### config.mk
export PLATFORM = sky130hd
export DESIGN_NAME = c_fetch_buffer
export DESIGN_NICKNAME = d
export VERILOG_FILES = /design/src/rtl/c_ext_pkg.sv /design/src/rtl/c_hw_queue.sv /design/src/rtl/c_fetch_buffer.sv
export SDC_FILE = /design/constraint.sdc
export NUM_CORES = 1
export LEC_CHECK = 0
export BUFFER_PORTS_ARGS = -buffer_cell sky130_fd_sc_hd__buf_2
export CORE_MARGIN = 3
export CORE_UTILIZATION = 50
export CTS_BUF_LIST = sky130_fd_sc_hd__clkbuf_16
export DETAILED_ROUTE_END_ITERATION = 6
export GPL_TIMING_DRIVEN = 0
export PLACE_DENSITY = 0.74
export SYNTH_ARGS = -nofsm -noshare
export SYNTH_HDL_FRONTEND = slang
export SYNTH_HIERARCHICAL = 1
export SYNTH_SLANG_ARGS = --single-unit
### constraint.sdc
create_clock -name clk -period 4.4 [get_ports clk]
set_input_delay 0.88 -clock clk [delete_from_list [all_inputs] [get_ports clk]]
set_output_delay 0.88 -clock clk [all_outputs]
set_load 0.01 [all_outputs]
### src/rtl/c_ext_pkg.sv
// Shared definitions for the compressed-extension front end.
// Parcel sizes, the canonical c.nop encoding and the length decoder.
package c_ext_pkg;

  localparam int unsigned ILEN_HW = 2;

  localparam logic [31:0] C_NOP = 32'h0000_0001;

  function automatic logic is_compressed(logic [15:0] hw);
    return hw[1:0] != 2'b11;
  endfunction

endpackage

### src/rtl/c_hw_queue.sv
// Circular queue of 16-bit parcels: 0/1/2 pushes and pops per cycle,
// synchronous clear, and read ports at the head and the parcel after it.
module c_hw_queue #(
  parameter int unsigned DEPTH_HW = 8,
  localparam int unsigned PTR_W = $clog2(DEPTH_HW),
  localparam int unsigned CNT_W = PTR_W + 1
) (
  input  logic             clk,
  input  logic             rst_n,
  input  logic             clear,
  input  logic [1:0]       push_num,
  input  logic [15:0]      push_hw0,
  input  logic [15:0]      push_hw1,
  input  logic [1:0]       pop_num,
  output logic [15:0]      head_hw,
  output logic [15:0]      next_hw,
  output logic [CNT_W-1:0] count
);

  logic [15:0]      mem_q [DEPTH_HW];
  logic [PTR_W-1:0] rd_ptr_q, rd_ptr_d;
  logic [PTR_W-1:0] wr_ptr_q, wr_ptr_d;
  logic [PTR_W-1:0] rd_ptr_nxt, wr_ptr_nxt;
  logic [CNT_W-1:0] count_q, count_d;

  // Pointers are exactly log2(depth) wide, so increments wrap for free.
  assign rd_ptr_nxt = rd_ptr_q + PTR_W'(1);
  assign wr_ptr_nxt = wr_ptr_q + PTR_W'(1);

  assign head_hw = mem_q[rd_ptr_q];
  assign next_hw = mem_q[rd_ptr_nxt];
  assign count   = count_q;

  always_comb begin
    rd_ptr_d = rd_ptr_q + PTR_W'(pop_num);
    wr_ptr_d = wr_ptr_q + PTR_W'(push_num);
    count_d  = count_q + CNT_W'(push_num) - CNT_W'(pop_num);
    if (clear) begin
      rd_ptr_d = '0;
      wr_ptr_d = '0;
      count_d  = '0;
    end
  end

  always_ff @(posedge clk or negedge rst_n) begin
    if (!rst_n) begin
      rd_ptr_q <= '0;
      wr_ptr_q <= '0;
      count_q  <= '0;
    end else begin
      rd_ptr_q <= rd_ptr_d;
      wr_ptr_q <= wr_ptr_d;
      count_q  <= count_d;
    end
  end

  // Storage needs no reset: nothing is read out before count says it is valid.
  always_ff @(posedge clk) begin
    if (!clear && push_num != 2'd0) begin
      mem_q[wr_ptr_q] <= push_hw0;
    end
    if (!clear && push_num == 2'd2) begin
      mem_q[wr_ptr_nxt] <= push_hw1;
    end
  end

endmodule

### src/rtl/c_fetch_buffer.sv
// Halfword-granular fetch buffer: word fetches in, one aligned 16/32-bit
// instruction with its PC out per handshake.
module c_fetch_buffer
  import c_ext_pkg::*;
#(
  parameter int unsigned DEPTH_HW = 8,
  parameter logic [31:0] RESET_PC = 32'h0000_0000
) (
  input  logic        clk,
  input  logic        reset,
  output logic        icache_req_o,
  output logic [31:0] icache_addr_o,
  input  logic        icache_valid_i,
  input  logic [31:0] icache_data_i,
  input  logic        redirect_i,
  input  logic [31:0] redirect_pc_i,
  output logic        inst_valid_o,
  input  logic        inst_ready_i,
  output logic [31:0] inst_o,
  output logic [31:0] pc_o,
  output logic        is_compressed_o
);

  localparam int unsigned CNT_W = $clog2(DEPTH_HW) + 1;
  localparam logic [CNT_W-1:0] REQ_MAX = CNT_W'(DEPTH_HW - ILEN_HW);

  logic [31:0]      head_pc_q, head_pc_d;
  logic [31:0]      fetch_pc_q, fetch_pc_d;
  logic             outstanding_q, outstanding_d;
  logic             drop_low_q, drop_low_d;
  logic             discard_q, discard_d;

  logic             q_clear;
  logic [1:0]       push_num, pop_num;
  logic [15:0]      push_hw0, push_hw1;
  logic [15:0]      head_hw, next_hw;
  logic [CNT_W-1:0] count;

  logic             head_c, has_one, has_two, fire;
  logic             unused_redirect_lsb;

  c_hw_queue #(
    .DEPTH_HW (DEPTH_HW)
  ) u_queue (
    .clk      (clk),
    .rst_n    (reset),
    .clear    (q_clear),
    .push_num (push_num),
    .push_hw0 (push_hw0),
    .push_hw1 (push_hw1),
    .pop_num  (pop_num),
    .head_hw  (head_hw),
    .next_hw  (next_hw),
    .count    (count)
  );

  assign unused_redirect_lsb = redirect_pc_i[0];

  assign head_c  = is_compressed(head_hw);
  assign has_one = count != '0;
  assign has_two = count >= CNT_W'(2);

  assign inst_valid_o    = head_c ? has_one : has_two;
  assign is_compressed_o = has_one && head_c;
  assign inst_o          = !inst_valid_o ? '0 :
                           head_c        ? {16'h0000, head_hw} : {next_hw, head_hw};
  assign pc_o            = head_pc_q;
  assign fire            = inst_valid_o && inst_ready_i;

  // Gated by reset so no request escapes while the block is held in reset.
  assign icache_addr_o = fetch_pc_q;
  assign icache_req_o  = reset && !outstanding_q && !redirect_i && (count <= REQ_MAX);

  always_comb begin
    head_pc_d     = head_pc_q;
    fetch_pc_d    = fetch_pc_q;
    outstanding_d = outstanding_q;
    drop_low_d    = drop_low_q;
    discard_d     = discard_q;
    q_clear       = 1'b0;
    push_num      = 2'd0;
    push_hw0      = icache_data_i[15:0];
    push_hw1      = icache_data_i[31:16];
    pop_num       = 2'd0;

    if (redirect_i) begin
      q_clear       = 1'b1;
      head_pc_d     = {redirect_pc_i[31:1], 1'b0};
      fetch_pc_d    = {redirect_pc_i[31:2], 2'b00};
      drop_low_d    = redirect_pc_i[1];
      // A fetch still in flight belongs to the old stream; swallow it on return.
      outstanding_d = outstanding_q && !icache_valid_i;
      discard_d     = outstanding_q && !icache_valid_i;
    end else begin
      if (icache_valid_i) begin
        outstanding_d = 1'b0;
        if (discard_q) begin
          discard_d = 1'b0;
        end else begin
          fetch_pc_d = fetch_pc_q + 32'd4;
          drop_low_d = 1'b0;
          if (drop_low_q) begin
            push_num = 2'd1;
            push_hw0 = icache_data_i[31:16];
          end else begin
            push_num = 2'd2;
          end
        end
      end
      if (icache_req_o) begin
        outstanding_d = 1'b1;
      end
      if (fire) begin
        pop_num   = head_c ? 2'd1 : 2'(ILEN_HW);
        head_pc_d = head_pc_q + (head_c ? 32'd2 : 32'd4);
      end
    end
  end

  always_ff @(posedge clk or negedge reset) begin
    if (!reset) begin
      head_pc_q     <= RESET_PC;
      fetch_pc_q    <= {RESET_PC[31:2], 2'b00};
      outstanding_q <= 1'b0;
      drop_low_q    <= RESET_PC[1];
      discard_q     <= 1'b0;
    end else begin
      head_pc_q     <= head_pc_d;
      fetch_pc_q    <= fetch_pc_d;
      outstanding_q <= outstanding_d;
      drop_low_q    <= drop_low_d;
      discard_q     <= discard_d;
    end
  end

endmodule
# Yosys cells after proc, flatten, opt, wreduce, memory -nomap -nowiden
# Memories as Yosys holds them, arrays and structs flattened.
# Index checks and enable logic that the tools add are counted.
# word_totals
memories	1
ram_bits	128
out_inout_bits	99
register_bits	77
wordCells	75
input_bits	69
# op_classes
add_sub_neg	8
reduce_logical	18
n_lt_le_gt_ge	2
muxes	35
n_eq_ne	3
# memory_table
name	depth	word_bits	rd	rd_clocked_by_memory_dff	write_ports	line_no	rtl
u_queue.mem_q	8	16	2	0	2	c_hw_queue.sv:20	logic [15:0] mem_q [DEPTH_HW];
# ops
op	count
32-bit two-way mux	7
16-bit two-way mux	4
32-bit by 3-bit adder with 32-bit output	1
32-bit by 3-bit adder with 32-bit output, second input constant	1
2-bit two-way mux	7
1-bit two-way mux	13
3-bit two-way mux	3
1-bit logical AND	8
3-bit by 1-bit adder with 3-bit output, second input constant	2
3-bit by 2-bit adder with 3-bit output	2
2-bit nonzero test	3
4-bit by 2-bit adder with 4-bit output	1
4-bit by 2-bit greater-or-equal comparator with 1-bit output, second input constant	1
4-bit by 3-bit <= comparator with 1-bit output, second input constant	1
1-bit logical NOT	4
4-bit two-way mux	1
2-bit inequality test, second input constant	2
4-bit nonzero test	1
4-bit by 2-bit subtractor with 4-bit output	1
3-bit nonzero test	1
2-bit == test, second input constant	1
2-bit AND reduction	1

# Logic depth before layout (Yosys ltp)
# Gate-level depths: netlist of run 1.
# logic_depth
word_depth	8
mapped_depth	17
mapped_depth_nobuf	13

# By module
# Netlist of run 1, hierarchy kept.
# modules_own_cells
mod	instances	cells_per_inst	area_each_um2	seq_area_each_um2
c_hw_queue	1	462	8145.3	4093.9
c_fetch_buffer	1	437	4177.8	1601.5

# Worst setup path after synthesis of run 1
# OpenSTA, ideal clock, no wires.
# synth_timing
path_kind	register -> register
startpoint	register u_queue.rd_ptr_q[1]
endpoint	register u_queue.count_q[3], in the netlist u_queue/count[3]
path_stages_with_launch	17
path_buffers	3
setup_slack_ns	0.274
setup_time_ns	0.083
period_less_slack_ns	4.126
t_arrival_ns	4.043
cell_sequence	dfrtp_1 -> clkbuf_1 -> buf_2 -> mux4_2 -> mux2_2 -> and2_1 -> buf_2 -> inv_1 -> and2_1 -> o21ai_0 -> nor3_1 -> fa_1 -> inv_1 -> ha_1 -> a21o_1 -> a2111o_1 -> o21ai_0
# synth_between
elab_chain_cells	8
elab_cells_between_ends	9
cone_classes	add/sub: 1; eq/ne: 1; mux: 5; reduce/logical: 1; memory: 1
# synth_rtl
item	line_no	rtl
from (decl)	c_hw_queue.sv:21	logic [PTR_W-1:0] rd_ptr_q, rd_ptr_d;
from (signal assigned)	c_hw_queue.sv:51	rd_ptr_q <= rd_ptr_d;
memory 8 x 16 bit (*)	--	
named net head_hw[1]	c_fetch_buffer.sv:36	logic [15:0] head_hw, next_hw;
2-bit inequality test (*)	c_ext_pkg.sv:10	return hw[1:0] != 2'b11;
1-bit two-way mux	c_fetch_buffer.sv:63	assign inst_valid_o = head_c ? has_one : has_two;
1-bit logical AND	c_fetch_buffer.sv:68	assign fire = inst_valid_o && inst_ready_i;
2-bit two-way mux (*)	c_fetch_buffer.sv:113	if (fire) begin
2-bit two-way mux (*)	c_fetch_buffer.sv:86	if (redirect_i) begin
named net pop_num[1]	c_fetch_buffer.sv:34	logic [1:0] push_num, pop_num;
4-bit by 2-bit subtractor with 4-bit output (*)	c_hw_queue.sv:37	count_d = count_q + CNT_W'(push_num) - CNT_W'(pop_num);
4-bit two-way mux (*)	c_hw_queue.sv:38	if (clear) begin
named net u_queue.count_d[3]	c_hw_queue.sv:24	logic [CNT_W-1:0] count_q, count_d;
to (signal assigned)	c_hw_queue.sv:53	count_q <= count_d;
to (decl)	c_hw_queue.sv:24	
# Mark *: on every way through the listed nets, which the timed path passes. The rest lies on a longest branch.
# A chain may end at the register's enable or synchronous reset.

# Final worst setup path of run 1
# layout_timing
startpoint	register u_queue.rd_ptr_q[0]
endpoint	output inst_o[15]
# layout_between
elab_chain_cells	4
elab_cells_between_ends	5
cone_classes	eq/ne: 1; mux: 3; memory: 1
# layout_rtl
item	line_no	rtl
memory 8 x 16 bit	--	
named net head_hw[1]	c_fetch_buffer.sv:36	
2-bit inequality test	c_ext_pkg.sv:10	
1-bit two-way mux	c_fetch_buffer.sv:63	
32-bit two-way mux	c_fetch_buffer.sv:65	assign inst_o = !inst_valid_o ? '0 :
to (decl)	c_fetch_buffer.sv:19	output logic [31:0] inst_o,
# The timed path passes the listed nets, and every way through them passes these cells.

==> impl_metrics.toml, run 1 <==
[outcome]
status = "finished clean"

[clock_network]
cts_buffers = 23
cts-root-buf = "clkbuf_16"
cts_hold_buf = 0
h-tree-depth = 1
clk_latency_ns = 0.52
clock_path_buffers = 3
clkSinkCount = 202
path_clk_slew_ns = 0.06
post_cts_buffers = 0
cts_tree = "done"

[die]
core_mm2 = 0.0238
io_pins = 168
dieHeight_um = 163
initial_core_util_pct = 51.7
row_count = 56
die_w_um = 163
die-area_mm2 = 0.0266

[cells_and_area]
area_growth_pct = 18.2
drive_gt1_share_pct = 47.9
fillers = 1855
diodes = 0
nets = 1181
final_area_mm2 = 0.0146

[sta]
fin_setup_tns_ns = 0
drv_slew = 0
relSlewSlack_pct = 32.3
setup_viol = 0
clock_skew_ns = 0.0142
worstMarginPinSlew_ns = 1.01
rsz0062_at_grt = "no"
period_minus_slack_ns = 4.29
fmax_ghz = 0.233
finalHoldViolCount = 0
fin_crit_sh_pct = 97.4

[setup_path]
crit_path_start_kind = "flop"
arrival_ns = 3.41
slowest_delay_ns = 0.42
cp-end-kind = "primary output"
crit_chain = "buf_12, buf_12, buf_8, mux4_2, mux2_2, and2_1, buf_2, inv_2, and2_4, nor2_4, clkbuf_16, nor2b_1, buf_2"
worst-path-max-fanout = 10
cp_top_family = "buffers and inverters"
critPathKind = "flop to primary output"
critPathSlowestCell = "dfrtp_2"
critPathRequiredTime_ns = 3.52
critPathBufInv = 7

[synth]
synth_edf_count = 128
avgSynthCellArea_um2 = 13.7
synth.yosys.warnings = 6
synth_cell_types = 62
ys.flop_type = "edfxtp_1"
async_flop_share_pct = 36.6
syn_inst = 899
ys_ff_latch = 202
ys_seq_area_share_pct = 46.2
netlist_area_mm2 = 0.0123

[power_and_ir_drop]
power_w = 0.00577
vdd_drop_max_mv = 0.252
powerDensity_mw_per_mm2 = 396
p_leak_nw = 5.44

[placed_design]
portBuffers = 163
placed_cell_area_mm2 = 0.0138
gp_congestion = 0.854
dp_hpwl_um = 23400

[global_routing]
grt-ovfl-total = 0
grt_pass1_wl_um = 51000
top_usage_layer = "met2"
met2_usage_pct = 42.3
grt.met3_usage_pct = 4.07
gr-usage-met1_pct = 33.5
grtUsageTotal_pct = 25.1
antenna_found_initial = 0
grt_pass1_vias = 8763
grt_max_degree = 60

[detailed_routing]
postRouteAntennaNets = 0
viasPerCell = 6.06
drt_iter0_drc = 644
num_vias = 8682
routed_wl_um = 33500
drtPass1Iterations = 5
wire_per_inst_um = 23.4
drc = 0

[hold_path]
hp-class = "input port to async pin"

[job]
maxCapViolCount = 0
==> cells in the final DEF (no fill, tap or decap), types with 11 or more instances in the layout <==
master / n
nand2_1: 29
xor2_1: 20
clkbuf_16: 24
o21ai_0: 14
mux4_2: 64
nand4_1: 20
nand3_1: 23
a21oi_1: 15
edfxtp_1: 128
nor2_1: 28
inv_1: 29
dfrtp_1: 72
clkbuf_1: 18
nor2b_1: 21
xnor2_1: 33
buf_2: 176
mux2_2: 190
ha_1: 11
and3_1: 21
==> registers in the layout (all words and copies together) (netlist names) <==
name,flops
discard_q,1
drop_low_q,1
u_queue/rd_ptr_q,3
icache_addr_o,30
pc_o,31
outstanding_q,1
u_queue/wr_ptr_q,3
u_queue/mem_q,128
u_queue/count,4
==> power by group <==
group	switching [W]	leakage, nW	internal, W
Sequential	0.000127	2.02	0.00214
Combinational	0.000936	3.06	0.000802
Clock	0.000760	0.362	0.00101
Total	0.00182	5.44	0.00395
==> worst paths after layout <==
check | start | end | slack, ns | cells past startpoint
max reg2reg | u_queue/rd_ptr_q[0] | u_queue/count[3] | 0.20 | 17
min | reset | icache_addr_o[19] | 0.25 | 1
min reg2reg | outstanding_q | outstanding_q | 0.52 | 1
min in group clk | outstanding_q | outstanding_q | 0.52 | 1
max | u_queue/rd_ptr_q[0] | inst_o[15] | 0.11 | 13
max in group asynchronous | reset | u_queue/rd_ptr_q[1] | 3.58 | 2
==> through the flow <==
stage          hold slack [ns]  instances  setup slack, ns  util [%]
2_1_floorplan            0.476        901            0.274         -
3_3_place_gp             0.489       1383            -1.57      56.9
3_5_place_dp             0.504       1392           -0.916      57.9
4_1_cts                  0.238       1432           0.0298      61.1
5_1_grt                  0.251       1432           0.0179      61.1
6_report                 0.245       1432            0.114      61.1
==> routing by layer <==
layer,share of wire [%],wire (um)
met1,41,13700
met2,49,16500
met3,7.3,2460
met4,2.6,870
met5,0,0
==> cell usage after synthesis (4+ instances only) <==
cell type	number	area (um2)
a21boi_1	6	45.0
o21bai_1	4	30.0
xnor2_1	33	289
and3_1	21	131
nor3_1	11	55.1
nor3b_4	4	75.1
mux2_2	190	2140
nor3_2	7	70.1
o21ai_0	19	95.1
nand3_2	5	50.1
nor2_1	29	109
mux2i_1	5	50.1
fa_1	4	80.1
or3_1	7	43.8
ha_1	11	138
buf_6	7	78.8
nand4_1	20	125
nand2_1	29	109
a21oi_1	15	75.1
mux2_1	8	90.1
nor2b_1	21	131
inv_1	25	93.8
nand3_1	23	115
a31oi_1	10	62.6
mux4_2	64	1440
a21boi_0	7	52.6
edfxtp_1	128	3840
clkbuf_1	20	75.1
buf_2	19	95.1
dfrtp_1	74	1850
and4_1	4	35.0
xor2_1	20	175
nand2b_1	10	62.6
==> area by class of cell <==
type | instances | area (um2) | share of cell area (%)
clock buffer | 23 | 576 | 3.95
inverter | 26 | 97.6 | 0.670
tap | 319 | 399 | 2.74
buffer | 50 | 357 | 2.45
timing repair buffer | 172 | 1030 | 7.06
multi-input combinational | 622 | 6300 | 43.3
sequential | 202 | 5700 | 39.1
clock inverter | 18 | 108 | 0.739
==> cells by family (layout without fill, tap and decap cells) <==
| family | after synthesis | count (layout) | synth area share, % |
|---|---|---|---|
| muxes | 267 | 267 | 30.2 |
| and+or+nand+nor | 208 | 208 | 10.6 |
| DFF | 202 | 202 | 46.2 |
| buffers and inverters | 77 | 289 | 3.06 |
| AOI/OAI and AO/OA | 73 | 73 | 3.96 |
| xor gates and xnor gates | 55 | 55 | 4.12 |
| adders and majority gates | 16 | 16 | 1.85 |
| other | 1 | 3 | 0.0304 |
==> what timing repair did <==
action	4_1_cts	5_1_grt
gates resized for setup	23	6
endpoints found under the setup margin	37	11
pin swaps	0	1
Note: power is estimated with default switching activity, not from simulation.
==> run 2, diff against run 1 <==
--- a/config.mk
+++ b/config.mk
@@ -5,13 +5,14 @@
 export SDC_FILE = /design/constraint.sdc
 export NUM_CORES = 1
 export LEC_CHECK = 0
+export ABC_AREA = 1
 export BUFFER_PORTS_ARGS = -buffer_cell sky130_fd_sc_hd__buf_2
 export CORE_MARGIN = 3
 export CORE_UTILIZATION = 50
 export CTS_BUF_LIST = sky130_fd_sc_hd__clkbuf_16
 export DETAILED_ROUTE_END_ITERATION = 6
 export GPL_TIMING_DRIVEN = 0
-export PLACE_DENSITY = 0.74
+export PLACE_DENSITY = 0.73
 export SYNTH_ARGS = -nofsm -noshare
 export SYNTH_HDL_FRONTEND = slang
 export SYNTH_HIERARCHICAL = 1
==> run 2 against run 1 <==
Setup slack improved by 0.12 ns; maximum frequency is 3.0% higher; cell count increased by 98%; first-iteration DRC count rose to 3.0 times the previous value; total power grew 22%; hold slack gained 0.097 ns; final area increased by 15%; synthesized cell count grew 150%.
==> impl_metrics.toml, run 2 <==
[synth]
yosysTopAreaCellShare_pct = 26.1
synth_cell_types = 46
syn_inst = 2242
ys_ff_latch = 202
synth_edf_count = 128
synth_compound_area_share_pct = 3.50
netlist_top_cells_count = "1,009 x nand2_1, 298 x nand3_1, 237 x inv_1, 133 x nor2_1, 128 x edfxtp_1"
synthMuxAreaShare_pct = 0
synth_fa_ha_area_share_pct = 1.48
async_flop_share_pct = 36.6
synth-simple-area-share_pct = 43.6
ys_seq_area_share_pct = 38.7
yosysTopAreaCell = "edfxtp_1"
avgSynthCellArea_um2 = 6.56
synth_most_common_cell = "nand2_1"
yosys.area_share.xor_xnor_pct = 1.66
ys.flop_type = "edfxtp_1"
netlist_area_mm2 = 0.0147
synth.yosys.warnings = 6
synth_area_leaders = "edfxtp_1 26%, nand2_1 26%, dfrtp_1 13%"
synth_top_family_by_area = "simple AND/OR/NAND/NOR gates"

[setup_path]
r2r_start = "u_queue/rd_ptr_q[1]"
rr_endpoint = "u_queue/count[2]"
cp-startpoint = "u_queue/rd_ptr_q[0]"
critPathRequiredTime_ns = 3.52
critPathKind = "flop to primary output"
arrival_ns = 3.28
worst-path-max-fanout = 10
cp-end-kind = "primary output"
reg2reg_depth = 18
r2r_slack_ns = 0.31
crit_path_start_kind = "flop"

[cells_and_area]
seq_area_mm2 = 0.00570
largest_register = "u_queue/mem_q"
multi_input_area_mm2 = 0.00741
area_growth_pct = 14.2
final_common_cell = "nand2_1"
drive_gt1_share_pct = 14.6
fillers = 2838
layout_common_cells = "1,008 x nand2_1, 298 x nand3_1, 238 x inv_1, 211 x buf_2, 133 x nor2_1"
largest_reg_flops = 128
final_area_mm2 = 0.0168
nets = 2513

[detailed_routing]
drt_iter0_drc = 1945
postRouteAntennaNets = 0
drtPass1Iterations = 5
routed_wl_um = 54900
wire_per_inst_um = 19.4
drc = 0
viasPerCell = 5.49
num_vias = 15500

[sta]
period_minus_slack_ns = 4.16
relSlewSlack_pct = 41.8
worstMarginPinSlew_ns = 0.873
rsz0062_at_grt = "no"
hold_ws_ns = 0.342
setup_viol = 0
drv_slew = 0
clock_skew_ns = 0.0195
finalHoldViolCount = 0
fin_setup_tns_ns = 0
fmax_ghz = 0.240
fin_crit_sh_pct = 94.6

[clock_network]
cts_buffers = 22
path_clk_slew_ns = 0.07
cts_tree = "done"
clkSinkCount = 202
clock_path_buffers = 3
h-tree-depth = 1
cts_hold_buf = 0
clk_latency_ns = 0.51
post_cts_buffers = 0
cts-root-buf = "clkbuf_16"

[die]
die_w_um = 178
dieHeight_um = 178
die-area_mm2 = 0.0315
initial_core_util_pct = 51.0
io_pins = 168
core_mm2 = 0.0289
row_count = 62

[global_routing]
grtUsageTotal_pct = 34.3
gr-usage-met1_pct = 42.7
grt.met3_usage_pct = 5.80
grt_pass1_wl_um = 82500
grt-ovfl-total = 0
antenna_found_initial = 2
grt_pass1_vias = 14200
met2_usage_pct = 55.5
grt_max_degree = 40
top_usage_layer = "met2"

[hold_path]
hp-class = "input port to async pin"

[placed_design]
portBuffers = 162
gp_congestion = 1.01
placed_cell_area_mm2 = 0.0160
dp_hpwl_um = 43600

[power_and_ir_drop]
vdd_drop_max_mv = 0.334
powerDensity_mw_per_mm2 = 420
p_leak_nw = 8.64

[job]
maxCapViolCount = 0

[outcome]
status = "finished clean"
==> run 2: changes by cell type after synthesis, moves of 21 or more <==
cell	before	now
nand2_1	29	1009
nand3_1	23	298
inv_1	25	237
mux2_2	190	0
nor2_1	29	133
mux4_2	64	0
clkbuf_1	20	49
buf_2	19	47
xnor2_1	33	5
and3_1	21	0
nor2b_1	21	0
==> run 2: kinds of logic after synthesis <==
| group | count (synthesis) |
|---|---|
| AOI/OAI and AO/OA | 84 |
| xor gates and xnor gates | 27 |
| adders and majority gates | 15 |
| buffers and inverters | 392 |
| DFF | 202 |
| other | 1 |
| and+or+nand+nor | 1521 |
==> run 2: where the power goes <==
part	total, W	switching (W)	internal, W	leakage, nW
Sequential	0.00242	0.000226	0.00219	2.06
Clock	0.00192	0.000793	0.00113	0.364
Combinational	0.00271	0.00185	0.000861	6.21
==> run 2: how the worst max path moves through the flow <==
stage / endpoint / slack (ns)
after floorplan: u_queue/count[1] / 1.18
after global placement: u_queue/count[2] / -0.005
after detailed placement: u_queue/count[2] / -0.02
after CTS: inst_o[13] / 0.07
after global routing: inst_o[12] / 0.03
final: inst_o[13] / 0.24
==> run 2: worst max-delay path, stage by stage (launching register included) <==
cell and delay, ns:
dfrtp_2 0.48, inv_1 0.09, clkbuf_2 0.20, clkbuf_2 0.30, nand2_1 0.08, nand3_1 0.08, nand2_1 0.05, nand2_1 0.05
nand2_1 0.21, nand2_4 0.23, nand2_1 0.08, nand3_2 0.16, clkinvlp_4 0.26, buf_2 0.25, nor2_1 0.10, buf_2 0.13
==> run 2: cell type report <==
| cell class | instances | share of cell area (%) |
|---|---|---|
| multi-input combinational | 1650 | 44.1 |
| sequential | 202 | 33.9 |
| inverter | 251 | 5.64 |
| timing repair buffer | 163 | 4.96 |
| buffer | 139 | 4.11 |
| clock buffer | 23 | 3.43 |
| tap | 384 | 2.86 |
| clock inverter | 17 | 1.02 |
| antenna | 1 | 0.0149 |
==> run 2: what timing repair did <==
item | 4_1_cts | 5_1_grt
gates resized for setup | 12 | 6
pin swaps | 0 | 0
setup endpoints to repair | 35 | 34
==> run 2: through the flow <==
step / instances / power, W / setup WS [ns] / utilization [%]
2_1_floorplan: 2244 / 0.00410 / 1.18 / -
3_3_place_gp: 2790 / 0.00505 / -0.00505 / 55.5
3_5_place_dp: 2791 / 0.00509 / -0.0225 / 55.6
4_1_cts: 2830 / 0.00702 / 0.0651 / 58.2
5_1_grt: 2829 / 0.00743 / 0.0265 / 58.2
6_report: 2830 / 0.00705 / 0.237 / 58.2
==> run 2: metal layers <==
layer  share of wire, %  wire length [um]
met4                7.3              4030
met2                 45             24600
met1                 38             20900
met3                9.7              5350
met5              0.018                10
==> run 3, diff against run 2 <==
--- a/config.mk
+++ b/config.mk
@@ -12,8 +12,7 @@
 export CTS_BUF_LIST = sky130_fd_sc_hd__clkbuf_16
 export DETAILED_ROUTE_END_ITERATION = 6
 export GPL_TIMING_DRIVEN = 0
-export PLACE_DENSITY = 0.73
+export PLACE_DENSITY = 0.7
 export SYNTH_ARGS = -nofsm -noshare
 export SYNTH_HDL_FRONTEND = slang
-export SYNTH_HIERARCHICAL = 1
 export SYNTH_SLANG_ARGS = --single-unit
==> constraint.sdc (replaced) <==
create_clock -name clk -period 4.7 [get_ports clk]
set_input_delay 0.94 -clock clk [delete_from_list [all_inputs] [get_ports clk]]
set_output_delay 0.94 -clock clk [all_outputs]
set_load 0.01 [all_outputs]
==> run 3 against run 2 <==
Final area decreased by 6.8%; largest power group unchanged; highest routed layer unchanged; sequential power decreased by 2%; total power decreased by 2.9%.
==> impl_metrics.toml, run 3 <==
[outcome]
status = "finished clean"

[clock_network]
cts-root-buf = "clkbuf_16"
path_clk_slew_ns = 0.06
cts_tree = "done"
h-tree-depth = 1
clk_latency_ns = 0.54
clock_path_buffers = 3
cts_hold_buf = 0
clkSinkCount = 202
post_cts_buffers = 0
cts_resized = 0
cts_buffers = 24

[cells_and_area]
fillers = 2465
final_area_mm2 = 0.0157
diodes = 0
largest_reg_flops = 128
area_growth_pct = 15.9
nets = 2072
multi_input_area_mm2 = 0.00663
layout_common_cells = "508 x nand2_1, 173 x buf_2, 157 x nor2_1, 148 x o21ai_0, 145 x inv_1"
largest_register = "u_queue.mem_q"
drive_gt1_share_pct = 15.7
seq_area_mm2 = 0.00570
final_common_cell = "nand2_1"

[synth]
ys_seq_area_share_pct = 42.1
async_flop_share_pct = 36.6
synth_most_common_cell = "nand2_1"
ys.flop_type = "edfxtp_1"
synth.yosys.warnings = 0
synth_edf_count = 128
ys_ff_latch = 202
avgSynthCellArea_um2 = 7.55
netlist_top_cells_count = "508 x nand2_1, 157 x nor2_1, 156 x o21ai_0, 141 x inv_1, 132 x o21ai_1"
netlist_area_mm2 = 0.0135
syn_inst = 1789
yosysTopAreaCell = "edfxtp_1"
synth_area_leaders = "edfxtp_1 28%, nand2_1 14%, dfrtp_1 14%"
synth_cell_types = 49
yosysTopAreaCellShare_pct = 28.4

[global_routing]
grt-ovfl-total = 0
grt_max_degree = 64
grt_pass1_wl_um = 79100
grtUsageTotal_pct = 36.1
grt_pass1_vias = 12600
antenna_found_initial = 1

[sta]
worstMarginPinSlew_ns = 1.04
period_minus_slack_ns = 3.94
drv_slew = 0
fin_setup_tns_ns = 0
relSlewSlack_pct = 30.4
setup_viol = 0
clock_skew_ns = 0.0109
fmax_ghz = 0.254
rsz0062_at_grt = "no"
finalHoldViolCount = 0
fin_crit_sh_pct = 83.8

[power_and_ir_drop]
vdd_drop_max_mv = 0.371
powerDensity_mw_per_mm2 = 437
p_leak_nw = 7.24

[detailed_routing]
drtPass1Iterations = 5
postRouteAntennaNets = 0
viasPerCell = 5.95
wire_per_inst_um = 22.8
num_vias = 13900
drc = 0
drt_iter0_drc = 1893
routed_wl_um = 53300

[setup_path]
slowest_delay_ns = 0.51
crit_chain = "ha_1, inv_1, clkbuf_1, o21ai_0, a21oi_1, o32ai_1, nor2_1, buf_2"
reg2reg_depth = 19
worst-path-max-fanout = 10
cp_top_family = "buffers and inverters"
critPathKind = "flop to primary output"
arrival_ns = 3.00
cp-end-kind = "primary output"
critPathRequiredTime_ns = 3.76
r2r_slack_ns = 1.02
critPathBufInv = 3
critPathSlowestCell = "clkbuf_1"
r2r_start = "u_queue.rd_ptr_q[1]"
rr_endpoint = "u_queue.count[3]"
crit_path_start_kind = "flop"

[placed_design]
portBuffers = 163
gp_congestion = 1.05
dp_hpwl_um = 41500
placed_cell_area_mm2 = 0.0149

[die]
die-area_mm2 = 0.0290
row_count = 59
core_mm2 = 0.0263
dieHeight_um = 170
io_pins = 168
initial_core_util_pct = 51.4
die_w_um = 170

[hold_path]
hp-class = "input port to async pin"

[job]
maxCapViolCount = 0
run 3: cell types whose count changed in the layout (fill, tap and decap cells not counted), moves of 16 or more:
cell	change
nand2_1	-500
nand3_1	-208
o21ai_1	+130
o21ai_0	+129
a21oi_1	+93
inv_1	-93
buf_2	-38
buf_6	+29
nor2_1	+24
clkbuf_2	-16
o21ai_4	+16
run 3: through the flow:
| step | cells | setup WS [ns] | total power [W] | hold slack [ns] | utilization [%] |
|---|---|---|---|---|---|
| floorplan | 1791 | 1.54 | 0.00391 | 0.486 | - |
| global placement | 2289 | 0.0348 | 0.00486 | 0.516 | 56.2 |
| detailed placement | 2294 | 0.493 | 0.00489 | 0.540 | 56.6 |
| CTS | 2337 | 0.856 | 0.00678 | 0.247 | 59.6 |
| global route | 2337 | 0.649 | 0.00719 | 0.254 | 59.6 |
| finish | 2337 | 0.762 | 0.00685 | 0.254 | 59.6 |
run 3: worst max-delay path by stage:
| stage | from | end | slack, ns | depth (start not counted) |
|---|---|---|---|---|
| after floorplan | redirect_i | u_queue.count[3] | 1.54 | 10 |
| after CTS | u_queue.rd_ptr_q[0] | inst_o[23] | 0.86 | 8 |
| final | u_queue.rd_ptr_q[0] | inst_o[23] | 0.76 | 8 |
| after global routing | u_queue.rd_ptr_q[0] | inst_o[28] | 0.65 | 8 |
| after detailed placement | redirect_i | u_queue.count[3] | 0.49 | 11 |
| after global placement | icache_valid_i | u_queue.mem_q[5][1] | 0.03 | 7 |
run 3: kinds of logic after synthesis:
family / share of synthesized area [%]
AOI/OAI and AO/OA: 19.7
xor gates and xnor gates: 1.69
adders and majority gates: 1.94
buffers and inverters: 9.08
DFF: 42.1
other: 0.0277
and+or+nand+nor: 25.4
run 3: power breakdown:
group | internal (W) | switching, W
Sequential | 0.00209 | 0.000273
Clock | 0.00113 | 0.000792
Combinational | 0.000848 | 0.00171
run 3: routing by layer:
| layer | vias to the layer above | wire, um | global-route usage (%) |
|---|---|---|---|
| li1 | 6388 | - | - |
| met3 | 88 | 7530 | 9.78 |
| met1 | 6552 | 22600 | 54.9 |
| met4 | 2 | 1080 | 8.47 |
| met5 | - | 13 | 0 |
| met2 | 884 | 22100 | 51.1 |
run 3: cell type report:
class | count | area share, %
tap | 335 | 2.68
clock inverter | 18 | 1.08
sequential | 202 | 36.4
clock buffer | 25 | 3.99
inverter | 154 | 3.72
multi-input combinational | 1332 | 42.3
timing repair buffer | 168 | 5.74
buffer | 103 | 4.11
